File: src/rtl/card_deck.sv
// Shuffled 52-card deck dispenser: LFSR-seeded probe into a used-card mask.
// Ports: clk/rst, shuffle/draw_req pulses in; card_valid, rank/suit/value, busy, deck_empty, cards_left out.
module card_deck #(
  parameter logic [15:0] SEED = 16'hACE1
) (
  input  logic       clk,
  input  logic       rst,
  input  logic       shuffle,
  input  logic       draw_req,
  output logic       card_valid,
  output logic [3:0] card_rank,
  output logic [1:0] card_suit,
  output logic [4:0] card_value,
  output logic       busy,
  output logic       deck_empty,
  output logic [5:0] cards_left
);

  typedef enum logic [1:0] {
    S_IDLE,
    S_SEARCH,
    S_DONE
  } state_t;

  state_t      r_state;
  logic [15:0] r_lfsr;
  logic [51:0] r_used;
  logic [5:0]  r_idx;
  logic [5:0]  r_left;
  logic        r_empty;
  logic        r_busy;
  logic        r_valid;
  logic [3:0]  r_rank;
  logic [1:0]  r_suit;
  logic [4:0]  r_value;

  logic [15:0] w_lfsr_nxt;
  logic [5:0]  w_start;
  logic [5:0]  w_idx_nxt;
  logic [5:0]  w_off;
  logic [3:0]  w_rank;
  logic [1:0]  w_suit;
  logic [4:0]  w_value;
  logic        w_hit;

  // Galois form, x^16+x^14+x^13+x^11+1
  assign w_lfsr_nxt = {1'b0, r_lfsr[15:1]}
                    ^ (r_lfsr[0] ? 16'hB400 : 16'h0000);

  // fold 52..63 onto 0..11
  assign w_start = (r_lfsr[5:0] >= 6'd52)
                 ? r_lfsr[5:0] - 6'd52
                 : r_lfsr[5:0];

  assign w_idx_nxt = (r_idx == 6'd51) ? 6'd0 : r_idx + 6'd1;
  assign w_hit     = ~r_used[r_idx];

  // index -> (suit, rank) by range compare
  always_comb begin
    w_suit = 2'd0;
    w_off  = r_idx + 6'd1;
    if (r_idx >= 6'd39) begin
      w_suit = 2'd3;
      w_off  = r_idx - 6'd38;
    end else if (r_idx >= 6'd26) begin
      w_suit = 2'd2;
      w_off  = r_idx - 6'd25;
    end else if (r_idx >= 6'd13) begin
      w_suit = 2'd1;
      w_off  = r_idx - 6'd12;
    end
  end

  assign w_rank = w_off[3:0];

  always_comb begin
    w_value = {1'b0, w_rank};
    if (w_rank == 4'd1) begin
      w_value = 5'd11;
    end else if (w_rank >= 4'd11) begin
      w_value = 5'd10;
    end
  end

  always_ff @(posedge clk) begin
    if (rst) begin
      r_lfsr <= SEED;
    end else begin
      r_lfsr <= w_lfsr_nxt;
    end
  end

  always_ff @(posedge clk) begin
    if (rst) begin
      r_state <= S_IDLE;
      r_used  <= '0;
      r_idx   <= '0;
      r_left  <= 6'd52;
      r_empty <= 1'b0;
      r_busy  <= 1'b0;
      r_valid <= 1'b0;
      r_rank  <= '0;
      r_suit  <= '0;
      r_value <= '0;
    end else if (shuffle) begin
      // abort any draw; card outputs keep last delivery
      r_state <= S_IDLE;
      r_used  <= '0;
      r_left  <= 6'd52;
      r_empty <= 1'b0;
      r_busy  <= 1'b0;
      r_valid <= 1'b0;
    end else begin
      unique case (r_state)
        S_IDLE: begin
          r_valid <= 1'b0;
          if (draw_req && !r_empty) begin
            r_idx   <= w_start;
            r_busy  <= 1'b1;
            r_state <= S_SEARCH;
          end
        end
        S_SEARCH: begin
          if (w_hit) begin
            r_used[r_idx] <= 1'b1;
            r_rank  <= w_rank;
            r_suit  <= w_suit;
            r_value <= w_value;
            r_left  <= r_left - 6'd1;
            r_empty <= (r_left == 6'd1);
            r_valid <= 1'b1;
            r_state <= S_DONE;
          end else begin
            r_idx <= w_idx_nxt;
          end
        end
        S_DONE: begin
          r_valid <= 1'b0;
          r_busy  <= 1'b0;
          r_state <= S_IDLE;
        end
        default: begin
          r_valid <= 1'b0;
          r_busy  <= 1'b0;
          r_state <= S_IDLE;
        end
      endcase
    end
  end

  assign card_valid = r_valid;
  assign card_rank  = r_rank;
  assign card_suit  = r_suit;
  assign card_value = r_value;
  assign busy       = r_busy;
  assign deck_empty = r_empty;
  assign cards_left = r_left;

endmodule
File: config.mk
export PLATFORM = sky130hd
export DESIGN_NAME = card_deck
export DESIGN_NICKNAME = d
export VERILOG_FILES = /design/src/rtl/card_deck.sv
export SDC_FILE = /design/constraint.sdc
export NUM_CORES = 1
export LEC_CHECK = 0
export BUFFER_PORTS_ARGS = -buffer_cell sky130_fd_sc_hd__clkbuf_2
export CAP_MARGIN = 20
export CELL_PAD_IN_SITES_DETAIL_PLACEMENT = 1
export CELL_PAD_IN_SITES_GLOBAL_PLACEMENT = 1
export CORE_MARGIN = 2
export CORE_UTILIZATION = 35
export CTS_CLUSTER_SIZE = 16
export DETAILED_ROUTE_END_ITERATION = 6
export PLACE_DENSITY_LB_ADDON = 0.15
export SETUP_SLACK_MARGIN = 0.4
export SKIP_CTS_REPAIR_TIMING = 1
export SYNTH_ARGS = -nofsm -noshare
export SYNTH_HDL_FRONTEND = slang
export SYNTH_SLANG_ARGS = --single-unit
File: constraint.sdc
create_clock -name clk -period 2.8 [get_ports clk]
set_clock_uncertainty 0.2 [all_clocks]
set_input_delay 0.14 -clock clk [delete_from_list [all_inputs] [get_ports clk]]
set_output_delay 0.14 -clock clk [all_outputs]
set_load 0.02 [all_outputs]
==> results of run 1 <==
==> per-stage QoR <==
step	cell area, sq um	utilization [%]
2_1_floorplan	4510	-
3_3_place_gp	5040	40.5
3_5_place_dp	5040	40.5
4_1_cts	5340	42.8
5_1_grt	5890	47.2
6_report	5890	47.2
==> cells by family (layout without fill, tap and decap cells) <==
kind of cell    after synthesis  count (layout)  share of synthesized area, %
compound gates              114             114                          18.6
xor+xnor                      7               7                          1.39
fa+ha+maj                    17              17                          4.81
buf+inv                      47             129                          4.69
flops                        95              95                          43.0
mux                          24              24                          8.09
other cells                   1               1                        0.0847
simple gates                167             167                          19.4
==> path summary, 6_finish.rpt <==
| path | from | to | depth (start not counted) |
|---|---|---|---|
| setup / recovery | r_idx[1] | r_used[22] | 8 |
| hold / removal | shuffle | r_used[5] | 4 |
| setup reg to reg | r_idx[1] | r_used[22] | 8 |
| hold reg to reg | r_lfsr[7] | r_lfsr[6] | 1 |
==> layer usage <==
| layer | wire (microns) | global-route usage [%] | vias up |
|---|---|---|---|
| met5 | 0 | 0 | - |
| met4 | 189 | 5.79 | 0 |
| met3 | 683 | 5.55 | 15 |
| met2 | 6650 | 32.5 | 85 |
| met1 | 6300 | 27.7 | 1951 |
| li1 | - | - | 1878 |
==> registers in the layout, summed over array words and instances (netlist names) <==
register	flops
r_used	52
r_lfsr	16
cards_left	6
r_idx	6
card_rank	4
card_value	4
card_suit	2
r_state	2
busy	1
card_valid	1
deck_empty	1
==> layout make-up <==
class	instances	area [sq um]	share of cell area [%]
inverters	13	57.6	0.977
clock inverters	6	53.8	0.914
well taps	172	215	3.65
flip-flops and latches	95	1920	32.6
repair buffers	100	778	13.2
clock buffers	10	239	4.06
multi-input cells	330	2630	44.6
==> worst register-to-register path: cells and delay by family (launching register included) <==
family,cells,cell delay [ns]
and+or+nand+nor,5,1.15
muxes,1,0.50
DFF,1,0.40
AOI/OAI and AO/OA,1,0.23
buffers and inverters,1,0.18
==> layout by cell type (no fill, tap or decap), drive strengths merged, types with 12 or more instances in the layout <==
master / Yosys / final
a21oi: 15 / 15
nor3: 20 / 20
nor2b: 12 / 12
dfxtp: 95 / 95
buf: 13 / 76
inv: 13 / 14
nor2: 32 / 32
clkbuf: 21 / 33
nand3: 13 / 13
nand2: 46 / 46
a32o: 23 / 23
ha: 17 / 17
o21ai: 35 / 35
==> power by group <==
| group | switching [mW] | internal [mW] |
|---|---|---|
| clock | 0.593 | 0.641 |
| sequential | 0.0222 | 1.37 |
| combinational | 0.235 | 0.188 |
==> run summary, run 1 <==
Hold Crit Class - input port to register
Setup CP Type - register to register
H-tree lvl count - 3
Largest area contributor in the netlist - dfxtp_1
CTS tree - done
Sequential-to-total area share from yosys stat - 43.0%
Root buffer cell - clkbuf_16
Layout Cells excl Fill - 726
Filler Cells Inserted - 1400
CTS max path bufs - 2
Count of cell types in the netlist - 62
Clock sinks - 95
Maximum VDD drop - 0.000451 V
Number of port buffers - 22
Pleak - 2.28 nW
Max Cap Viol - 0
Mapped cell area - 0.00443 sq mm
Max stage delay on crit path - 0.50 ns
Total track usage - 20.6%
Slew at the pin closest to its max-slew limit - 0.548 ns
Pre-CTS WS - 0.0428 ns
Area delta synth->final - 33.1%
Status - complete, no violations
Die Wd - 116 microns
TritonCTS buffer count - 9
Post-Route WL - 13800 microns
Setup Total Neg Slack - 0 ns
WL/cell - 19.0 microns
Mapped Nets - 493
Commonest cells in the netlist - dfxtp_1 (95), nand2_1 (45), nor2_1 (32)
Primary FF master, synth - dfxtp_1
Overflow after GRT - 0
Crit-path leading delay family - simple AND/OR/NAND/NOR gates
DRC - 0
Share of cells above drive strength 1 - 36.3%
FF+latch count, synth - 95
R2R Setup Slk - 0.04 ns
Worst-path fanout max - 7
CP max-delay cell - mux4_2
Number of vias per cell - 5.41
Later-pin clock latency in the skew report - 0.36 ns
ANT cells - 0
Final Wtd Congestion - 0.869
First DRT Iteration DRCs - 171
Critical path launch point type - register
Fin worst setup slack - 0.0449 ns
Antenna violations before repair - 0
Die area - 0.0136 sq mm
Height of the chip - 116 microns
Hpwl dp - 9380 microns
PwrDens - 519 mW/mm^2
Initial Util - 35.5%
Largest net degree at the start of global routing - 32
Hold WS - 0.0135 ns
Syn. warnings - 0
EDFF count, synth - 0
First-pass GRT wire length - 20900 microns
Crit-path cells - mux4_2 > nor2_1 > and4b_1 > or3_4 > nor3_4 > buf_6 > nand3_4 > o31ai_2
FFs w/ async S/R, synth - 0%
Worst path bufs/invs - 1
Post-route ant nets - 0
Vias in the first global route - 3824
Final hold viol count - 0
Final Max Tran Viols - 0
CP arrival - 2.83 ns
Final Cycle Share - 98.4%
Fmax - 363 MHz
Share of the synthesized area in the top cell type - 43.0%
Total Power - 3.05 mW
RSZ-0062 raised after global routing - true
Placed insts - 681
Clk slew on worst S/H paths - 0.07 ns
Mapped Cells - 472
Most numerous cell in the Yosys netlist - dfxtp_1
Relative slew slack - 63.2%
I/O pin cnt - 24
Drt pass-1 iters - 4
Crit. End Element - register
Final setup vio count - 0
WP data required - 2.87 ns
Total core area - 0.0125 sq mm
DR vias - 3929
Synth area leaders - dfxtp_1 (43%), a32o_1 (5.2%), ha_1 (4.8%)
Nets - 570
Num rows - 41
Post-Syn Area per Cell - 9.38 sq um
Tmin final - 2.76 ns
No activity file was read; power rests on OpenSTA's default activity.
==> run 2, diff against run 1 <==
--- a/config.mk
+++ b/config.mk
@@ -9,7 +9,8 @@
 export CAP_MARGIN = 20
 export CELL_PAD_IN_SITES_DETAIL_PLACEMENT = 1
 export CELL_PAD_IN_SITES_GLOBAL_PLACEMENT = 1
-export CORE_MARGIN = 2
+export CORE_ASPECT_RATIO = 0.75
+export CORE_MARGIN = 10
 export CORE_UTILIZATION = 35
 export CTS_CLUSTER_SIZE = 16
 export DETAILED_ROUTE_END_ITERATION = 6
==> constraint.sdc (replaced) <==
create_clock -name clk -period 2.8 [get_ports clk]
set_clock_uncertainty 0.2 [all_clocks]
set_input_delay 0.14 -clock clk [delete_from_list [all_inputs] [get_ports clk]]
set_output_delay 0.14 -clock clk [all_outputs]
set_load 0.1 [all_outputs]
==> run summary, run 2 (synthesis gave the netlist of run 1 again) <==
Slew at the pin closest to its max-slew limit - 0.552 ns (was 0.548 ns)
Max Cap Viol - 0 (unchanged)
Height of the chip - 117 microns (was 116 microns)
DRC - 0 (unchanged)
CTS max path bufs - 2 (unchanged)
Worst-path fanout max - 13 (was 7)
Vias in the first global route - 3881 (was 3824)
ANT cells - 0 (unchanged)
Area delta synth->final - 36.9% (was 33.1%)
Share of cells above drive strength 1 - 38.6% (was 36.3%)
Final hold viol count - 0 (unchanged)
Total core area - 0.0123 sq mm (was 0.0125 sq mm)
Post-route ant nets - 0 (unchanged)
Setup CP Type - register to register (unchanged)
Hold WS - 0.191 ns (was 0.0135 ns)
Setup Total Neg Slack - -0.0908 ns (was 0 ns)
Fin worst setup slack - -0.0418 ns (was 0.0449 ns)
TritonCTS buffer count - 9 (unchanged)
Overflow after GRT - 0 (unchanged)
Max stage delay on crit path - 0.52 ns (was 0.50 ns)
Stages on worst setup path - 8 (unchanged)
Die Wd - 150 microns (was 116 microns)
I/O pin cnt - 24 (unchanged)
Crit-path leading delay family - simple AND/OR/NAND/NOR gates (unchanged)
Drt pass-1 iters - 4 (unchanged)
Final Cycle Share - 101% (was 98.4%)
Clock sinks - 95 (unchanged)
First DRT Iteration DRCs - 289 (was 171)
Failing checks - negative setup slack
Commonest non-fill, non-tap cell in the layout - dfxtp_1 (unchanged)
Initial Util - 35.8% (was 35.5%)
Critical path launch point type - register (unchanged)
Root buffer cell - clkbuf_16 (unchanged)
Hpwl dp - 9760 microns (was 9380 microns)
Die area - 0.0176 sq mm (was 0.0136 sq mm)
Crit. End Element - register (unchanged)
Number of vias per cell - 5.60 (was 5.41)
WL/cell - 21.2 microns (was 19.0 microns)
Largest net degree at the start of global routing - 33 (was 32)
Crit-path cells - mux4_2 > nor2_1 > and4b_2 > or3_4 > nor3_4 > buf_12 > nand3_4 > o31ai_2 (was mux4_2 > nor2_1 > and4b_1 > or3_4 > nor3_4 > buf_6 > nand3_4 > o31ai_2)
CP max-delay cell - mux4_2 (unchanged)
Later-pin clock latency in the skew report - 0.35 ns (was 0.36 ns)
Num rows - 35 (was 41)
Regs by FF count - r_used: 52 flops, r_lfsr: 16 flops (unchanged)
CTS tree - done (unchanged)
Maximum VDD drop - 0.000340 V (was 0.000451 V)
Relative slew slack - 63.3% (was 63.2%)
Max reg flops - 52 (unchanged)
WP data required - 2.87 ns (about the same)
Hold Crit Class - input port to register (unchanged)
Final Wtd Congestion - 0.831 (was 0.869)
Reg with most FFs - r_used (unchanged)
Worst path bufs/invs - 1 (unchanged)
Status - finished with violations (was complete, no violations)
Pleak - 2.31 nW (was 2.28 nW)
Post-Route WL - 15300 microns (was 13800 microns)
Total track usage - 15.2% (was 20.6%)
CP arrival - 2.91 ns (was 2.83 ns)
Tmin final - 2.84 ns (was 2.76 ns)
Final setup vio count - 4 (was 0)
R2R Setup Slk - -0.04 ns (was 0.04 ns)
Total Power - 3.14 mW (was 3.05 mW)
Final Max Tran Viols - 0 (unchanged)
Nets - 573 (was 570)
RSZ-0062 raised after global routing - true (unchanged)
H-tree lvl count - 3 (unchanged)
First-pass GRT wire length - 21700 microns (was 20900 microns)
PwrDens - 518 mW/mm^2 (was 519 mW/mm^2)
Layout Utilization - 49.0% (was 47.2%)
Hold path depth - 5 (was 4)
DR vias - 4047 (was 3929)
Clk slew on worst S/H paths - 0.08 ns (was 0.07 ns)
Antenna violations before repair - 0 (unchanged)
Worst R2R Path Depth - 8 (unchanged)
Commonest cells after routing, fill and taps aside - dfxtp_1 (90), buf_4 (61), nand2_1 (41), nor2_1 (29), o21ai_1 (28) (was dfxtp_1 (91), buf_4 (66), nand2_1 (42), nor2_1 (31))
Number of port buffers - 22 (unchanged)
Fmax - 352 MHz (was 363 MHz)
[run 2: cell count changes in the layout (fill, tap and decap cells not counted), moves of 3 or more]
cell,change
buf_4,-5
o21ai_1,+5
buf_12,+3
dfxtp_2,+3
mux2i_1,-3
mux2i_2,+3
o21ai_0,-3
[run 2: layout make-up]
type / instances / area, sq um
well taps: 166 / 208
clock buffers: 9 / 225
fillers: 1372 / 6290
inverters: 13 / 61.3
flip-flops and latches: 95 / 1910
clock inverters: 7 / 75.1
repair buffers: 103 / 873
multi-input cells: 330 / 2700
[run 2: per-layer routing]
metal	up-vias	share of wire, %	global-route usage [%]
li1	1880	-	-
met1	2069	49	22.4
met2	82	46	21.0
met3	16	4.5	4.07
met4	0	1.2	4.18
met5	-	0	0
[run 2: where the power goes]
group	leakage, nW	switching, mW	total [mW]	internal, mW
logic	1.39	0.286	0.487	0.201
registers	0.774	0.0227	1.40	1.38
clock network	0.144	0.618	1.25	0.633
total	2.31	0.927	3.14	2.21
[run 2: stage by stage]
stage	instance area (sq um)	instances	setup slack, ns
final	6060	723	-0.0418
after global placement	4980	668	0.0117
after CTS	5280	684	-0.0770
after floorplan	4510	472	0.299
after detailed placement	4980	668	-0.0715
after global routing	6060	723	-0.147
[run 2: path summary, 6_finish.rpt]
path                                start    endpoint
worst max-delay path             r_idx[1]  r_used[20]
worst min-delay path             draw_req        busy
worst min register to register  r_lfsr[8]   r_lfsr[7]
worst max register to register   r_idx[1]  r_used[20]
[run 2: worst register-to-register path: cells and delay by family (launching register included)]
family / cells / cell delay [ns]
DFF: 1 / 0.39
muxes: 1 / 0.52
and+or+nand+nor: 5 / 1.23
AOI/OAI and AO/OA: 1 / 0.24
buffers and inverters: 1 / 0.19
==> run 3, diff against run 2 <==
--- a/config.mk
+++ b/config.mk
@@ -11,9 +11,10 @@
 export CELL_PAD_IN_SITES_GLOBAL_PLACEMENT = 1
 export CORE_ASPECT_RATIO = 0.75
 export CORE_MARGIN = 10
-export CORE_UTILIZATION = 35
+export CORE_UTILIZATION = 43
 export CTS_CLUSTER_SIZE = 16
 export DETAILED_ROUTE_END_ITERATION = 6
+export GPL_TIMING_DRIVEN = 0
 export PLACE_DENSITY_LB_ADDON = 0.15
 export SETUP_SLACK_MARGIN = 0.4
 export SKIP_CTS_REPAIR_TIMING = 1
==> run summary, run 3 (synthesis gave the netlist of run 1 again) <==
Number of port buffers - 21 (was 22)
H-tree lvl count - 3 (unchanged)
Antenna violations before repair - 0 (unchanged)
Number of vias per cell - 6.09 (was 5.60)
Max Cap Viol - 0 (unchanged)
Die Wd - 137 microns (was 150 microns)
Drt pass-1 iters - 5 (was 4)
Regs by FF count - r_used: 52 flops, r_lfsr: 16 flops (unchanged)
Share of cells above drive strength 1 - 29.9% (was 38.6%)
Worst-path fanout max - 11 (was 13)
First DRT Iteration DRCs - 338 (was 289)
Final Cycle Share - 106% (was 101%)
Later-pin clock latency in the skew report - 0.36 ns (was 0.35 ns)
Initial Util - 44.9% (was 35.8%)
First-pass GRT wire length - 21300 microns (was 21700 microns)
Clock sinks - 95 (unchanged)
WP data required - 2.80 ns (was 2.87 ns)
PwrDens - 539 mW/mm^2 (was 518 mW/mm^2)
Largest net degree at the start of global routing - 17 (was 33)
Tmin final - 2.96 ns (was 2.84 ns)
CP arrival - 2.96 ns (was 2.91 ns)
Pleak - 2.15 nW (was 2.31 nW)
Critical path launch point type - register (unchanged)
Final setup vio count - 59 (was 4)
Post-Route WL - 15700 microns (was 15300 microns)
WL/cell - 23.4 microns (was 21.2 microns)
Crit. End Element - register (unchanged)
Layout Utilization - 58.2% (was 49.0%)
Fin worst setup slack - -0.160 ns (was -0.0418 ns)
Fmax - 338 MHz (was 352 MHz)
Status - finished with violations (unchanged)
Total track usage - 18.5% (was 15.2%)
Failing checks - negative setup slack (unchanged)
Area of the multi-input gates - 0.00263 sq mm (was 0.00270 sq mm)
Overflow after GRT - 0 (unchanged)
Root buffer cell - clkbuf_16 (unchanged)
Max reg flops - 52 (unchanged)
Setup CP Type - register to register (unchanged)
Final Max Tran Viols - 0 (unchanged)
Final Wtd Congestion - 0.830 (was 0.831)
I/O pin cnt - 24 (unchanged)
Maximum VDD drop - 0.000584 V (was 0.000340 V)
Filler Cells Inserted - 1100 (was 1372)
Relative slew slack - 47.1% (was 63.3%)
CTS tree - done (unchanged)
Commonest non-fill, non-tap cell in the layout - dfxtp_1 (unchanged)
Nets - 554 (was 573)
DRC - 0 (unchanged)
DR vias - 4081 (was 4047)
Vias in the first global route - 3825 (was 3881)
Setup Total Neg Slack - -3.77 ns (was -0.0908 ns)
CTS max path bufs - 2 (unchanged)
Register area - 0.00191 sq mm (about the same)
Clk slew on worst S/H paths - 0.07 ns (was 0.08 ns)
Height of the chip - 108 microns (was 117 microns)
Slew at the pin closest to its max-slew limit - 0.791 ns (was 0.552 ns)
Area delta synth->final - 29.5% (was 36.9%)
Post-route ant nets - 0 (unchanged)
Hpwl dp - 9600 microns (was 9760 microns)
TritonCTS buffer count - 9 (unchanged)
Reg with most FFs - r_used (unchanged)
Num rows - 31 (was 35)
Final hold viol count - 0 (unchanged)
ANT cells - 0 (unchanged)
Total core area - 0.00985 sq mm (was 0.0123 sq mm)
Hold Crit Class - input port to register (unchanged)
Die area - 0.0148 sq mm (was 0.0176 sq mm)
Commonest cells after routing, fill and taps aside - dfxtp_1 (91), nand2_1 (41), nor2_1 (27) (was dfxtp_1 (90), buf_4 (61), nand2_1 (41), nor2_1 (29), o21ai_1 (28))
RSZ-0062 raised after global routing - true (unchanged)
run 3: changes by cell type in the layout (fill, tap and decap cells not counted), moves of 4 or more:
cell      change
a21oi_1       +7
a21oi_2       -7
buf_4        -38
buf_6         -4
clkbuf_1     +20
ha_1          +5
o21ai_1       -5
run 3: per-layer routing:
layer	track usage (%)	share of wire [%]
met4	4.28	1.5
met1	26.1	45
met3	5.92	7.1
met2	26.4	46
met5	0	0
run 3: final timing paths:
check	from	endpoint	slack [ns]	depth (start not counted)
max	r_idx[0]	card_value[1]	-0.16	11
min	shuffle	card_valid	0.02	3
max reg2reg	r_idx[0]	card_value[1]	-0.16	11
min reg2reg	r_lfsr[12]	r_lfsr[11]	0.22	1
run 3: area by class of cell:
cell class | count | area share, %
clock buffers | 9 | 3.93
inverters | 13 | 0.961
flip-flops and latches | 95 | 33.4
clock inverters | 7 | 1.22
multi-input cells | 330 | 45.9
well taps | 132 | 2.88
repair buffers | 50 | 7.16
plain buffers | 34 | 4.50
run 3: per-stage QoR:
step           power (mW)  worst slack [ns]  instance area [sq um]  std cells  hold WS [ns]
6_report             3.09            -0.160                   5730        670        0.0220
2_1_floorplan        1.67             0.299                   4510        472         0.149
3_3_place_gp         1.74            -0.315                   4780        625         0.193
3_5_place_dp         1.75            -0.290                   4780        625         0.199
4_1_cts              2.99            -0.321                   5080        641       -0.0661
5_1_grt              3.18            -0.307                   5730        670        0.0417
run 3: power breakdown:
group	total [mW]	switching [mW]	internal, mW	leakage (nW)
Combinational	0.437	0.282	0.155	1.23
Sequential	1.40	0.0214	1.38	0.774
Clock	1.25	0.561	0.694	0.146
Total	3.09	0.864	2.23	2.15
run 3: critical path, stage by stage (launching register included):
cell	delay, ns
dfxtp_4	0.41
buf_12	0.14
buf_8	0.15
inv_4	0.10
ha_1	0.21
o211ai_1	0.29
nand2_2	0.22
a41o_1	0.32
a311oi_4	0.43
nor3_1	0.11
a21oi_1	0.14
a221oi_1	0.09
